===== config.mk =====
export PLATFORM = sky130hd
export DESIGN_NAME = ex_mem_register
export DESIGN_NICKNAME = d
export VERILOG_FILES = /design/src/rtl/ex_mem_register.sv
export SDC_FILE = /design/constraint.sdc
export NUM_CORES = 1
export LEC_CHECK = 0
export ABC_CLOCK_PERIOD_IN_PS = 10900
export BUFFER_PORTS_ARGS = -buffer_cell sky130_fd_sc_hd__buf_2
export CAP_MARGIN = 30
export CORE_MARGIN = 2
export CORE_UTILIZATION = 55
export CTS_BUF_LIST = sky130_fd_sc_hd__clkbuf_4 sky130_fd_sc_hd__clkbuf_8 sky130_fd_sc_hd__clkbuf_16
export DETAILED_ROUTE_END_ITERATION = 16
export HOLD_SLACK_MARGIN = 0.03
export PLACE_DENSITY = 0.78
export SLEW_MARGIN = 20
export SYNTH_ARGS = -nofsm -noshare
export SYNTH_HDL_FRONTEND = slang
export SYNTH_SLANG_ARGS = --single-unit
export TNS_END_PERCENT = 100

===== constraint.sdc =====
create_clock -name clk -period 10.9 [get_ports clk]
set_input_delay 0.545 -clock clk [delete_from_list [all_inputs] [get_ports clk]]
set_output_delay 0.545 -clock clk [all_outputs]
set_load 0.02 [all_outputs]

===== src/rtl/ex_mem_register.sv =====
// ex_mem_register: execute->memory pipeline register with a 2-entry skid buffer.
// The memory stage is always fed from the main entry. The skid entry absorbs one
// beat of back-pressure so that in_ready comes straight from a flop.
// Ports:
//   clk, rst (async, active-high), flush
//   in_valid/in_ready        : EX-side handshake
//   alu_result, comp_result, store_data, branch_target, rd_addr, wb_en,
//   mem_op, is_branch        : EX payload
//   out_valid/out_ready      : MEM-side handshake
//   out_*                    : registered payload, including out_branch_taken
module ex_mem_register #(
    parameter int OPERAND_LENGTH  = 32,
    parameter int REG_ADDR_LENGTH = 5
) (
    input  logic                       clk,
    input  logic                       rst,
    input  logic                       flush,
    input  logic                       in_valid,
    output logic                       in_ready,
    input  logic [OPERAND_LENGTH-1:0]  alu_result,
    input  logic [OPERAND_LENGTH-1:0]  comp_result,
    input  logic [OPERAND_LENGTH-1:0]  store_data,
    input  logic [OPERAND_LENGTH-1:0]  branch_target,
    input  logic [REG_ADDR_LENGTH-1:0] rd_addr,
    input  logic                       wb_en,
    input  logic [1:0]                 mem_op,
    input  logic                       is_branch,
    output logic                       out_valid,
    input  logic                       out_ready,
    output logic [OPERAND_LENGTH-1:0]  out_alu_result,
    output logic [OPERAND_LENGTH-1:0]  out_comp_result,
    output logic [OPERAND_LENGTH-1:0]  out_store_data,
    output logic [OPERAND_LENGTH-1:0]  out_branch_target,
    output logic [REG_ADDR_LENGTH-1:0] out_rd_addr,
    output logic                       out_wb_en,
    output logic [1:0]                 out_mem_op,
    output logic                       out_branch_taken
);

    typedef struct packed {
        logic [OPERAND_LENGTH-1:0]  alu;
        logic [OPERAND_LENGTH-1:0]  comp;
        logic [OPERAND_LENGTH-1:0]  store;
        logic [OPERAND_LENGTH-1:0]  target;
        logic [REG_ADDR_LENGTH-1:0] rd;
        logic                       wb_en;
        logic [1:0]                 mem_op;
        logic                       taken;
    } beat_t;

    typedef enum logic [1:0] {
        S_EMPTY = 2'd0,
        S_ONE   = 2'd1,
        S_TWO   = 2'd2
    } state_t;

    state_t r_state;
    state_t w_next;
    beat_t  r_main;
    beat_t  r_skid;
    beat_t  w_in;
    logic   r_in_ready;
    logic   w_accept;
    logic   w_drain;
    logic   w_load_main_in;
    logic   w_load_main_skid;
    logic   w_load_skid;

    // Normalise the incoming beat: reserved mem_op folds to "none",
    // branch outcome resolved here so MEM sees a single bit.
    always_comb begin
        w_in        = '0;
        w_in.alu    = alu_result;
        w_in.comp   = comp_result;
        w_in.store  = store_data;
        w_in.target = branch_target;
        w_in.rd     = rd_addr;
        w_in.wb_en  = wb_en;
        w_in.mem_op = (mem_op == 2'b11) ? 2'b00 : mem_op;
        w_in.taken  = is_branch & comp_result[0];
    end

    assign w_accept = in_valid & r_in_ready;
    assign w_drain  = (r_state != S_EMPTY) & out_ready;

    always_comb begin
        w_next           = r_state;
        w_load_main_in   = 1'b0;
        w_load_main_skid = 1'b0;
        w_load_skid      = 1'b0;
        // Flush overrides everything; the incoming beat is dropped.
        if (flush) begin
            w_next = S_EMPTY;
        end else begin
            case (r_state)
                S_EMPTY: begin
                    if (w_accept) begin
                        w_next         = S_ONE;
                        w_load_main_in = 1'b1;
                    end
                end
                S_ONE: begin
                    if (w_accept && w_drain) begin
                        w_load_main_in = 1'b1;
                    end else if (w_accept) begin
                        w_next      = S_TWO;
                        w_load_skid = 1'b1;
                    end else if (w_drain) begin
                        w_next = S_EMPTY;
                    end
                end
                S_TWO: begin
                    if (w_drain) begin
                        w_next           = S_ONE;
                        w_load_main_skid = 1'b1;
                    end
                end
                default: begin
                    w_next = S_EMPTY;
                end
            endcase
        end
    end

    always_ff @(posedge clk or posedge rst) begin
        if (rst) begin
            r_state    <= S_EMPTY;
            r_in_ready <= 1'b1;
        end else begin
            r_state    <= w_next;
            // Registered ready: look ahead at the next occupancy.
            r_in_ready <= (w_next != S_TWO);
        end
    end

    // Payload flops only move on an actual load.
    always_ff @(posedge clk or posedge rst) begin
        if (rst) begin
            r_main <= '0;
            r_skid <= '0;
        end else begin
            if (w_load_main_in) begin
                r_main <= w_in;
            end else if (w_load_main_skid) begin
                r_main <= r_skid;
            end
            if (w_load_skid) begin
                r_skid <= w_in;
            end
        end
    end

    assign in_ready          = r_in_ready;
    assign out_valid         = (r_state != S_EMPTY);
    assign out_alu_result    = r_main.alu;
    assign out_comp_result   = r_main.comp;
    assign out_store_data    = r_main.store;
    assign out_branch_target = r_main.target;
    assign out_rd_addr       = r_main.rd;
    assign out_wb_en         = r_main.wb_en;
    assign out_mem_op        = r_main.mem_op;
    assign out_branch_taken  = r_main.taken;

endmodule

**Word level (Yosys, flattened, before mapping)**

Cells that the tools add are included.

- Register bits: 277
- Logic and storage cells: 49
- Output and inout port bits: 139
- Input bits: 142

- Bitwise gates (word level): 3
- Equal/unequal tests: 4
- Reductions and logical operators: 4
- Mux-type cells: 20

Operators by type and width:

| cell | count |
|---|---|
| 137-bit 2-to-1 mux | 2 |
| 2-bit 2-to-1 mux | 7 |
| 1-bit 2-to-1 mux | 9 |
| 2-bit one-hot mux with 3 select lines | 1 |
| 2-bit == test (second input constant) | 2 |
| 2-bit nonzero test | 2 |
| 1-bit AND | 3 |
| 2-bit by 1-bit == test with 1-bit output (second input constant) | 1 |
| 2-bit zero test | 1 |
| 2-bit inequality test (second input constant) | 1 |
| 1-bit one-hot mux with 2 select lines | 1 |
| 1-bit logical AND | 1 |

**Longest topological paths before layout**

Gate-level depths: netlist (run 1).

- Depth in word-level cells: 8
- Gate-level depth with buffers: 5

**Worst setup path after synthesis (run 1)**

OpenSTA, ideal clock, no wires.

- Path type: input to register
- Start: input port flush
- End: register r_main (netlist bit out_branch_target[10])
- Data arrival time: 1713 ps
- Required time: 10775 ps
- Setup slack: 9062 ps
- Cell stages on the path: 5
- Path buffers: 2
- Cells stage by stage: and4bb_4 -> buf_6 -> buf_6 -> mux2_4 -> mux2_2

- Cells in the longest elaborated chain, start to end: 2
- Elaborated cells between the ends (all ways): 4

Ends and longest elaborated chain:

| item | line | source |
|---|---|---|
| start, declared | 17 | `input logic flush,` |
| 1-bit 2-to-1 mux | 92 | `if (flush) begin` |
| 137-bit 2-to-1 mux or 2-bit nonzero test (tied branches) | - |  |
| end signal, assigned | 143 | `r_main <= w_in;` |
| end signal, assigned | 145 | `r_main <= r_skid;` |
| end, declared | 59 | `beat_t r_main;` |

Several ways; a longest one is shown, not always the timed one.
A chain may end at the register's enable or synchronous reset.

**Worst setup path in the final report (run 1)**

- Start: register r_state[0]
- End: register r_main (netlist bit out_alu_result[28])

- Cells in the longest elaborated chain, start to end: 7
- Elaborated cells between the ends (all ways): 14

Ends and longest elaborated chain:

| item | line | source |
|---|---|---|
| start, declared | 57 | `state_t r_state;` |
| start signal, assigned | 130 | `r_state <= w_next;` |
| 2-bit nonzero test | 84 | `assign w_drain = (r_state != S_EMPTY) & out_ready;` |
| 1-bit AND | 84 |  |
| 1-bit logical AND | 103 | `if (w_accept && w_drain) begin` |
| 1-bit 2-to-1 mux | 103 |  |
| 1-bit one-hot mux with 2 select lines | 95 | `case (r_state)` |
| 1-bit 2-to-1 mux | 92 |  |
| 137-bit 2-to-1 mux or 2-bit nonzero test (tied branches) | - |  |

Several ways; a longest one is shown, not always the timed one.

==> flow_summary.yaml, run 1 <==
status:
  status: "finished, final reports clean"
sta:
  fin_crit_sh: 0.2736
  finalSetupViolCount: 0
  tns_ns: 0
  period_needed_ns: 2.983
  max_clock_freq_ghz: 0.3353
  slew_headroom: 0.3569
  rsz0062_at_grt: "false"
  hold_violations: 0
  skew_ns: 0.01362
  maxSlewViolCount: 0
  tightest_slew_ns: 0.9646
drt:
  drt_iter0_drc: 351
  via_per_inst: 5.179
  vias: 7152
  first_pass_iters: 4
  avgRoutedWirePerCell_microns: 18.68
  ant_nets: 0
  totalWireLength_mm: 25.80
  drc_errors: 0
power_and_ir_drop:
  combPwrFrac: 0.247
  ir_drop_mv: 0.1357
  p_per_area_mw_per_mm2: 210.4
  swShare: 0.2725
  p_clk_frac: 0.314
  p_switching_mw: 0.8947
  leakage_nw: 7.805
  power_frac_seq: 0.439
  p_int_mw: 2.388
setup_path:
  crit_type: "register to register"
  reg2reg_to: "out_alu_result[28]$_DFFE_PP0P_"
  reg2reg_depth: 4
  worst-path-max-fanout: 51
  critPathLaunchType: "register"
  ff2ff_setup_slack_ns: 7.92
  critPathCaptureType: "register"
  required_ns: 11.33
  arrival_ns: 3.41
  r2r_start: "r_state[0]$_DFF_PP0_"
synth:
  synth_area_leaders: "dfrtp_1 (53%), mux2_4 (26%), mux2_1 (9.3%), mux2_2 (5.9%), buf_12 (1.7%)"
  synth_compound_area_frac: 0.002215
  synth_nets: 898
  synthCells: 756
  synth_xor_xnor_area_share: 0.0006742
  yosysTopAreaCell: "dfrtp_1"
  yosys-top-cells-count: "dfrtp_1 (276), mux2_4 (227), mux2_1 (107)"
  synth_top_area_frac: 0.5316
  synth_seq_area_share: 0.5337
  synth-edff-count: 0
  synth_mux_area_frac: 0.4210
  synthAdderAreaFrac: 0
  syn_area_sq_mm: 0.01299
  synth.most_common_cell: "dfrtp_1"
  synth_async_sr_flop_share: 1.000
  ys_warn_count: 0
  synth_top_family_by_area: "multiplexers"
  synth-simple-area-share: 0.006068
  synth_seq_cells: 277
  synth_cell_types: 21
  syn_area_per_cell_sq_um: 17.18
  synth-main-ff-cell: "dfrtp_1"
global_routing:
  antenna_found_initial: 1
  grt_use_total: 0.2035
  grt_max_degree: 125
  grt-ovfl-total: 0
  grt_pass1_vias: 7691
  grt_pass1_wl_mm: 40.41
cells_and_area:
  drive_gt1_frac: 0.6128
  nNetsFinal: 1178
  area_delta_synth_final_pct: 20.14
  stdcell_area_sq_mm: 0.01561
clock_tree:
  cts_resized: 0
  clk_pin_slew_worst_paths_ns: 0.06
  cts_tree: "built"
  cts_sinks: 277
  cts_setup_buffers: 0
  cts_max_path_buffers: 3
  cts_hold_buf: 0
  clock_tree.root_cell: "clkbuf_16"
  numCtsBuffers: 30
  htree_levels: 1
  clkLatencyLatePin_ns: 0.54
floorplan:
  core_sq_mm: 0.02333
  initial_core_util: 0.5568
  rows: 56
  io_pins: 281
  die_h_microns: 157.7
  die_w_microns: 157.7
  die-area_sq_mm: 0.02487
place:
  dp_hpwl_mm: 16.60
  place_area_sq_mm: 0.01450
  place_congestion: 0.7736
  io_buffers: 280
flow_run:
  max_cap_viol_count: 0
worst_hold_path:
  min_path_type: "input port to async pin"
[metal layers]
layer / vias up / wire length, microns / GRT usage
met5: - / 0 / 0
met4: 0 / 604 / 0.06840
met3: 37 / 1592 / 0.04599
met2: 185 / 12650 / 0.3400
met1: 3653 / 10960 / 0.2631
li1: 3277 / - / -
[worst max-delay path: stages (launching register included)]
cell	delay, ns
dfrtp_1	0.40
and4bb_4	0.90
buf_4	0.85
mux2_2	0.41
mux2_2	0.25
[sequential cells by signal, summed over array words and instances (netlist names)]
register / cells
out_store_data: 32
r_state: 2
out_branch_taken: 1
out_mem_op: 2
out_wb_en: 1
out_comp_result: 32
out_rd_addr: 5
out_alu_result: 32
r_skid: 137
in_ready: 1
out_branch_target: 32
[placed cells by master (no fill, tap or decap), types with 2 or more instances in the layout]
master and instances:
nand2_1 4, diode_2 3, mux2_4 227, inv_1 5, mux2_2 68, mux2i_1 9
mux2_1 107, buf_2 280, clkbuf_16 31, nand2b_1 3, clkbuf_8 6, dfrtp_1 276
a211oi_1 2, bufinv_16 2, clkbuf_4 10, buf_4 7, buf_16 5, clkinv_2 5
[how the worst max path moves through the flow]
stage                                    start                         endpoint  cells past startpoint
final                     r_state[0]$_DFF_PP0_   out_alu_result[28]$_DFFE_PP0P_                      4
after CTS                 r_state[0]$_DFF_PP0_  out_comp_result[14]$_DFFE_PP0P_                      4
after detailed placement                 flush   out_alu_result[28]$_DFFE_PP0P_                      5
after global routing      r_state[0]$_DFF_PP0_   out_alu_result[29]$_DFFE_PP0P_                      4
after global placement                     rst          r_skid[131]$_DFFE_PP0P_                      4
after floorplan                            rst    out_alu_result[0]$_DFFE_PP0P_                      1
[logic make-up (layout without fill, tap and decap cells)]
| family | after synthesis | count (layout) |
|---|---|---|
| mux | 411 | 411 |
| flops | 277 | 277 |
| buf+inv | 51 | 354 |
| simple gates | 12 | 12 |
| compound gates | 4 | 4 |
| xor+xnor | 1 | 1 |
| other cells | 0 | 3 |
[power by group through the flow]
stage	clock [mW]	combinational, mW	sequential, mW
2_1_floorplan	0	0.463	1.56
3_3_place_gp	0	0.789	1.44
3_5_place_dp	0	0.816	1.45
4_1_cts	1.05	0.820	1.44
5_1_grt	1.10	0.874	1.47
6_report	1.03	0.811	1.44
[area by class of cell]
class,instances,area (sq um)
antenna,3,7.507
clock buffer,47,933.4
clock inverter,8,92.59
fill,1677,7725
inverter,6,30.03
multi-input combinational,428,5600
sequential,277,6933
tap,319,399.1
timing repair buffer,293,1612
[per-stage QoR]
stage | utilization | power, mW | setup slack (ns) | hold WS (ns) | std cells
after floorplan | - | 2.024 | 2.720 | 0.4585 | 756
after global placement | 0.6179 | 2.231 | 7.542 | 0.4715 | 1317
after detailed placement | 0.6214 | 2.270 | 7.634 | 0.4766 | 1320
after CTS | 0.6654 | 3.312 | 7.865 | 0.1945 | 1375
after global routing | 0.6687 | 3.447 | 7.797 | 0.2065 | 1379
final | 0.6689 | 3.283 | 7.917 | 0.1699 | 1381
Note: power is estimated with default switching activity, not from simulation.
==> run 2, diff against run 1 <==
--- a/config.mk
+++ b/config.mk
@@ -5,7 +5,7 @@
 export SDC_FILE = /design/constraint.sdc
 export NUM_CORES = 1
 export LEC_CHECK = 0
-export ABC_CLOCK_PERIOD_IN_PS = 10900
+export ABC_CLOCK_PERIOD_IN_PS = 3100
 export BUFFER_PORTS_ARGS = -buffer_cell sky130_fd_sc_hd__buf_2
 export CAP_MARGIN = 30
 export CORE_MARGIN = 2
==> constraint.sdc (replaced) <==
create_clock -name clk -period 3.1 [get_ports clk]
set_input_delay 0.155 -clock clk [delete_from_list [all_inputs] [get_ports clk]]
set_output_delay 0.155 -clock clk [all_outputs]
set_load 0.02 [all_outputs]
==> flow_summary.yaml, run 2 (same netlist as run 1, synthesis figures left out) <==
drt:
  via_per_inst: 5.172
  first_pass_iters: 4
  drc_errors: 0
  vias: 7913
  totalWireLength_mm: 30.13
  drt_iter0_drc: 463
  ant_nets: 0
  avgRoutedWirePerCell_microns: 19.69
clock_tree:
  cts_sinks: 277
  clkLatencyLatePin_ns: 0.54
  numCtsBuffers: 30
  cts_resized: 0
  cts_tree: "built"
  cts_max_path_buffers: 3
  clk_pin_slew_worst_paths_ns: 0.06
  clock_tree.root_cell: "clkbuf_16"
  htree_levels: 1
place:
  io_buffers: 280
  place_congestion: 0.7941
  dp_hpwl_mm: 17.72
  pre_cts_slack_ns: 0.9519
floorplan:
  die-area_sq_mm: 0.02487
  die_h_microns: 157.7
  io_pins: 281
  die_w_microns: 157.7
  core_sq_mm: 0.02333
  rows: 56
  initial_core_util: 0.5568
global_routing:
  antenna_found_initial: 1
  grt_use_total: 0.2375
  grt_pass1_vias: 8904
  grt_pass1_wl_mm: 46.73
  grt_max_degree: 79
  grt-ovfl-total: 0
setup_path:
  cp-startpoint: "r_state[1]$_DFF_PP0_"
  critPathMaxStageDelay_ns: 0.41
  worst-path-max-fanout: 40
  path_cells: "and4bb_2 -> nand2b_4 -> buf_12 -> buf_4 -> mux2_2"
  critPathLaunchType: "register"
  required_ns: 3.51
  r2r_start: "r_state[1]$_DFF_PP0_"
  crit_type: "register to register"
  critPathCaptureType: "register"
  arrival_ns: 2.61
  crit_path_top_delay_cell: "dfrtp_1"
sta:
  fin_crit_sh: 0.7078
  hold_violations: 0
  rsz0062_at_grt: "false"
  fin_ws_ns: 0.9058
  skew_ns: 0.01005
  max_clock_freq_ghz: 0.4557
  hold_slack_ns: 0.1352
  maxSlewViolCount: 0
  slew_headroom: 0.5222
  finalSetupViolCount: 0
  tightest_slew_ns: 0.7161
  period_needed_ns: 2.194
cells_and_area:
  final_common_cell: "buf_2"
  largest_register_ffs: 137
  largest_register: "r_skid"
  nNetsFinal: 1328
  fillCellCount: 1382
  final_cell_mix: "buf_2 (280), dfrtp_1 (276), mux2_4 (227)"
  fin_util: 0.7345
  drive_gt1_frac: 0.5421
  area_delta_synth_final_pct: 31.92
power_and_ir_drop:
  p_per_area_mw_per_mm2: 685.7
  ir_drop_mv: 0.5205
  leakage_nw: 8.447
  total_power_mw: 11.75
worst_hold_path:
  min_path_type: "input port to async pin"
flow_run:
  max_cap_viol_count: 0
status:
  status: "finished, final reports clean"
run 2: final timing paths:
| check | cells past startpoint | slack, ns | to |
|---|---|---|---|
| setup / recovery | 5 | 0.91 | r_skid[93]$_DFFE_PP0P_ |
| hold / removal | 3 | 0.14 | out_store_data[11]$_DFFE_PP0P_ |
| setup reg to reg | 5 | 0.91 | r_skid[93]$_DFFE_PP0P_ |
| hold reg to reg | 1 | 0.49 | r_skid[133]$_DFFE_PP0P_ |
| max in group asynchronous | 5 | 2.05 | r_skid[58]$_DFFE_PP0P_ |
| min in group clk | 4 | 0.14 | in_ready$_DFF_PP1_ |
run 2: what timing repair did:
| action | CTS | global route |
|---|---|---|
| hold endpoints to repair | 308 | 0 |
| endpoints found under the setup margin | 0 | 0 |
| buffers inserted | 0 | 0 |
| hold buffers | 144 | 0 |
run 2: report_power, final:
part	internal, mW	switching (mW)
clock network	2.15	1.42
registers	4.56	0.545
logic	1.75	1.33
run 2: routing by layer:
metal | up-vias | routed length, microns | track usage
met4 | 0 | 858 | 0.07749
li1 | 3575 | - | -
met3 | 60 | 1518 | 0.04873
met2 | 219 | 15800 | 0.4304
met1 | 4059 | 11950 | 0.2814
met5 | - | 0 | 0
run 2: worst max-delay path, delay by kind of cell (launching register included):
family	cells	cell delay [ns]
flip-flops	1	0.41
buffers and inverters	2	0.59
multiplexers	1	0.37
AND/OR/NAND/NOR	2	0.67
run 2: cell type report:
| type | instances | area [sq um] | area share |
|---|---|---|---|
| repair buffers | 443 | 3161 | 0.1844 |
| clock buffers | 45 | 930.9 | 0.05432 |
| well taps | 319 | 399.1 | 0.02329 |
| clock inverters | 11 | 85.08 | 0.004965 |
| multi-input cells | 428 | 5600 | 0.3268 |
| flip-flops and latches | 277 | 6933 | 0.4045 |
| inverters | 6 | 26.28 | 0.001533 |
| diodes | 1 | 2.502 | 0.0001460 |
run 2: through the flow:
stage / TNS [ns] / instances / cell area, sq um
global placement: 0 / 1328 / 14660
detailed placement: 0 / 1328 / 14660
CTS: 0 / 1528 / 17120
global route: 0 / 1530 / 17140
floorplan: -198.59 / 756 / 13000
finish: 0 / 1530 / 17140
==> run 3, diff against run 2 <==
--- a/config.mk
+++ b/config.mk
@@ -5,7 +5,8 @@
 export SDC_FILE = /design/constraint.sdc
 export NUM_CORES = 1
 export LEC_CHECK = 0
-export ABC_CLOCK_PERIOD_IN_PS = 3100
+export ABC_AREA = 1
+export ABC_CLOCK_PERIOD_IN_PS = 2200
 export BUFFER_PORTS_ARGS = -buffer_cell sky130_fd_sc_hd__buf_2
 export CAP_MARGIN = 30
 export CORE_MARGIN = 2
@@ -13,7 +14,7 @@
 export CTS_BUF_LIST = sky130_fd_sc_hd__clkbuf_4 sky130_fd_sc_hd__clkbuf_8 sky130_fd_sc_hd__clkbuf_16
 export DETAILED_ROUTE_END_ITERATION = 16
 export HOLD_SLACK_MARGIN = 0.03
-export PLACE_DENSITY = 0.78
+export PLACE_DENSITY = 0.77
 export SLEW_MARGIN = 20
 export SYNTH_ARGS = -nofsm -noshare
 export SYNTH_HDL_FRONTEND = slang
==> constraint.sdc (replaced) <==
create_clock -name clk -period 2.2 [get_ports clk]
set_input_delay 0.11 -clock clk [delete_from_list [all_inputs] [get_ports clk]]
set_output_delay 0.11 -clock clk [all_outputs]
set_load 0.02 [all_outputs]
==> flow_summary.yaml, run 3 <==
setup_path:
  ff2ff_setup_slack_ns: 0.16
  r2r_start: "r_state[0]$_DFF_PP0_"
  reg2reg_to: "out_store_data[2]$_DFFE_PP0P_"
  reg2reg_depth: 6
  critPathCaptureType: "register"
  arrival_ns: 2.47
  crit_end: "out_store_data[2]$_DFFE_PP0P_"
  cp-startpoint: "r_state[0]$_DFF_PP0_"
  critPathLaunchType: "register"
  worst-path-max-fanout: 137
  required_ns: 2.63
  crit_type: "register to register"
floorplan:
  io_pins: 281
  die_h_microns: 158.8
  initial_core_util: 0.5614
  rows: 56
  die_w_microns: 158.8
  die-area_sq_mm: 0.02521
  core_sq_mm: 0.02347
clock_tree:
  cts_sinks: 277
  clkLatencyLatePin_ns: 0.54
  htree_levels: 1
  numCtsBuffers: 30
  cts_hold_buf: 143
  cts_max_path_buffers: 3
  clk_pin_slew_worst_paths_ns: 0.06
  cts_tree: "built"
  cts_setup_buffers: 0
  clock_tree.root_cell: "clkbuf_16"
  cts_resized: 0
cells_and_area:
  final_cell_mix: "nand2_1 (556), nand3_1 (411), buf_2 (280)"
  multi_input_area_sq_mm: 0.004982
  fillCellCount: 1696
  stdcell_area_sq_mm: 0.01719
  fin_util: 0.7322
  area_delta_synth_final_pct: 30.43
  drive_gt1_frac: 0.1851
  largest_register: "r_skid"
  largest_register_ffs: 137
  final_common_cell: "nand2_1"
  regArea_sq_mm: 0.006933
  nNetsFinal: 2167
flow_run:
  max_cap_viol_count: 0
sta:
  max_clock_freq_ghz: 0.4897
  hold_violations: 0
  maxSlewViolCount: 0
  period_needed_ns: 2.042
  rsz0062_at_grt: "false"
  fin_crit_sh: 0.9281
  finalSetupViolCount: 0
  slew_headroom: 0.4395
  tightest_slew_ns: 0.8408
  skew_ns: 0.01341
synth:
  synth_mux_area_frac: 0
  syn_area_sq_mm: 0.01318
  synth_async_sr_flop_share: 1.000
  synth_area_leaders: "dfrtp_1 (52%), nand2_1 (16%), nand3_1 (16%), o21ai_1 (4.7%), buf_2 (4.1%)"
  synth_seq_cells: 277
  synth-main-ff-cell: "dfrtp_1"
  syn_area_per_cell_sq_um: 7.872
  synth_cell_types: 20
  synthAdderAreaFrac: 0
  synth_top_area_frac: 0.5241
  synthCells: 1674
  ys_warn_count: 0
  synth_nets: 1816
  synth-edff-count: 0
  yosys-top-cells-count: "nand2_1 (558), nand3_1 (411), dfrtp_1 (276)"
  synth_top_family_by_area: "simple AND/OR/NAND/NOR gates"
  synth_seq_area_share: 0.5261
  synth_xor_xnor_area_share: 0
  synth.most_common_cell: "nand2_1"
  synth-simple-area-share: 0.3209
  yosysTopAreaCell: "dfrtp_1"
  synth_compound_area_frac: 0.05298
power_and_ir_drop:
  p_per_area_mw_per_mm2: 988.8
  leakage_nw: 9.390
  total_power_mw: 17.00
  ir_drop_mv: 0.7718
drt:
  ant_nets: 0
  drc_errors: 0
  totalWireLength_mm: 37.81
  first_pass_iters: 7
  vias: 12860
  avgRoutedWirePerCell_microns: 15.97
  drt_iter0_drc: 1387
  via_per_inst: 5.430
worst_hold_path:
  min_path_type: "input port to async pin"
place:
  place_area_sq_mm: 0.01471
  dp_hpwl_mm: 20.75
  place_congestion: 0.8129
  io_buffers: 280
global_routing:
  grt_pass1_wl_mm: 62.58
  grt_max_degree: 138
  antenna_found_initial: 1
  grt_pass1_vias: 12600
  grt-ovfl-total: 0
  grt_use_total: 0.2965
status:
  status: "finished, final reports clean"
-- run 3: worst max-delay path, cell delays in order (launching register included) --
cell and delay (ns):
dfrtp_1 0.54, o21ai_1 0.15, nand2_4 0.12, buf_12 0.39, nand3_1 0.25, nand2_1 0.13
nand2_1 0.06
-- run 3: logic make-up after synthesis --
kind of cell	Yosys count
AOI/OAI and AO/OA	139
buffers and inverters	276
DFF	277
and+or+nand+nor	982
-- run 3: layout make-up --
class                   count  share of cell area
multi-input cells        1121              0.2899
inverters                 141             0.03101
diodes                      1           0.0001456
flip-flops and latches    277              0.4034
well taps                 319             0.02322
clock inverters             6            0.004659
clock buffers              49             0.05627
repair buffers            454              0.1915
-- run 3: power breakdown --
part / switching (mW) / total, mW / leakage [nW] / internal, mW
Combinational: 2.72 / 4.33 / 5.50 / 1.62
Clock: 2.03 / 5.25 / 0.532 / 3.22
Sequential: 0.853 / 7.42 / 3.36 / 6.56
-- run 3: worst min-delay path by stage --
stage,slack (ns),to,start,depth (start not counted)
floorplan,0.26,r_state[0]$_DFF_PP0_,flush,3
global placement,0.20,out_alu_result[15]$_DFFE_PP0P_,rst,2
detailed placement,0.20,out_alu_result[15]$_DFFE_PP0P_,rst,2
CTS,0.17,out_alu_result[15]$_DFFE_PP0P_,rst,3
global route,0.23,r_skid[124]$_DFFE_PP0P_,rst,3
finish,0.21,r_skid[124]$_DFFE_PP0P_,rst,3
-- run 3: stage by stage --
| step | TNS, ns | setup WS [ns] | hold WS [ns] | instances |
|---|---|---|---|---|
| after global routing | 0 | 0.1555 | 0.2293 | 2368 |
| after global placement | 0 | 0.3889 | 0.1963 | 2169 |
| after floorplan | -435.17 | -1.575 | 0.2608 | 1674 |
| after CTS | 0 | 0.3171 | 0.1703 | 2367 |
| after detailed placement | 0 | 0.3381 | 0.2014 | 2169 |
| final | 0 | 0.1581 | 0.2067 | 2368 |
-- run 3: layer usage --
layer  vias to the layer above  GRT usage  wire length [microns]
met1                      6044     0.3981                  15290
li1                       6070          -                      -
met4                         0     0.1205                   1362
met2                       633     0.4784                  18110
met5                         -          0                      0
met3                       112    0.05460                   3049
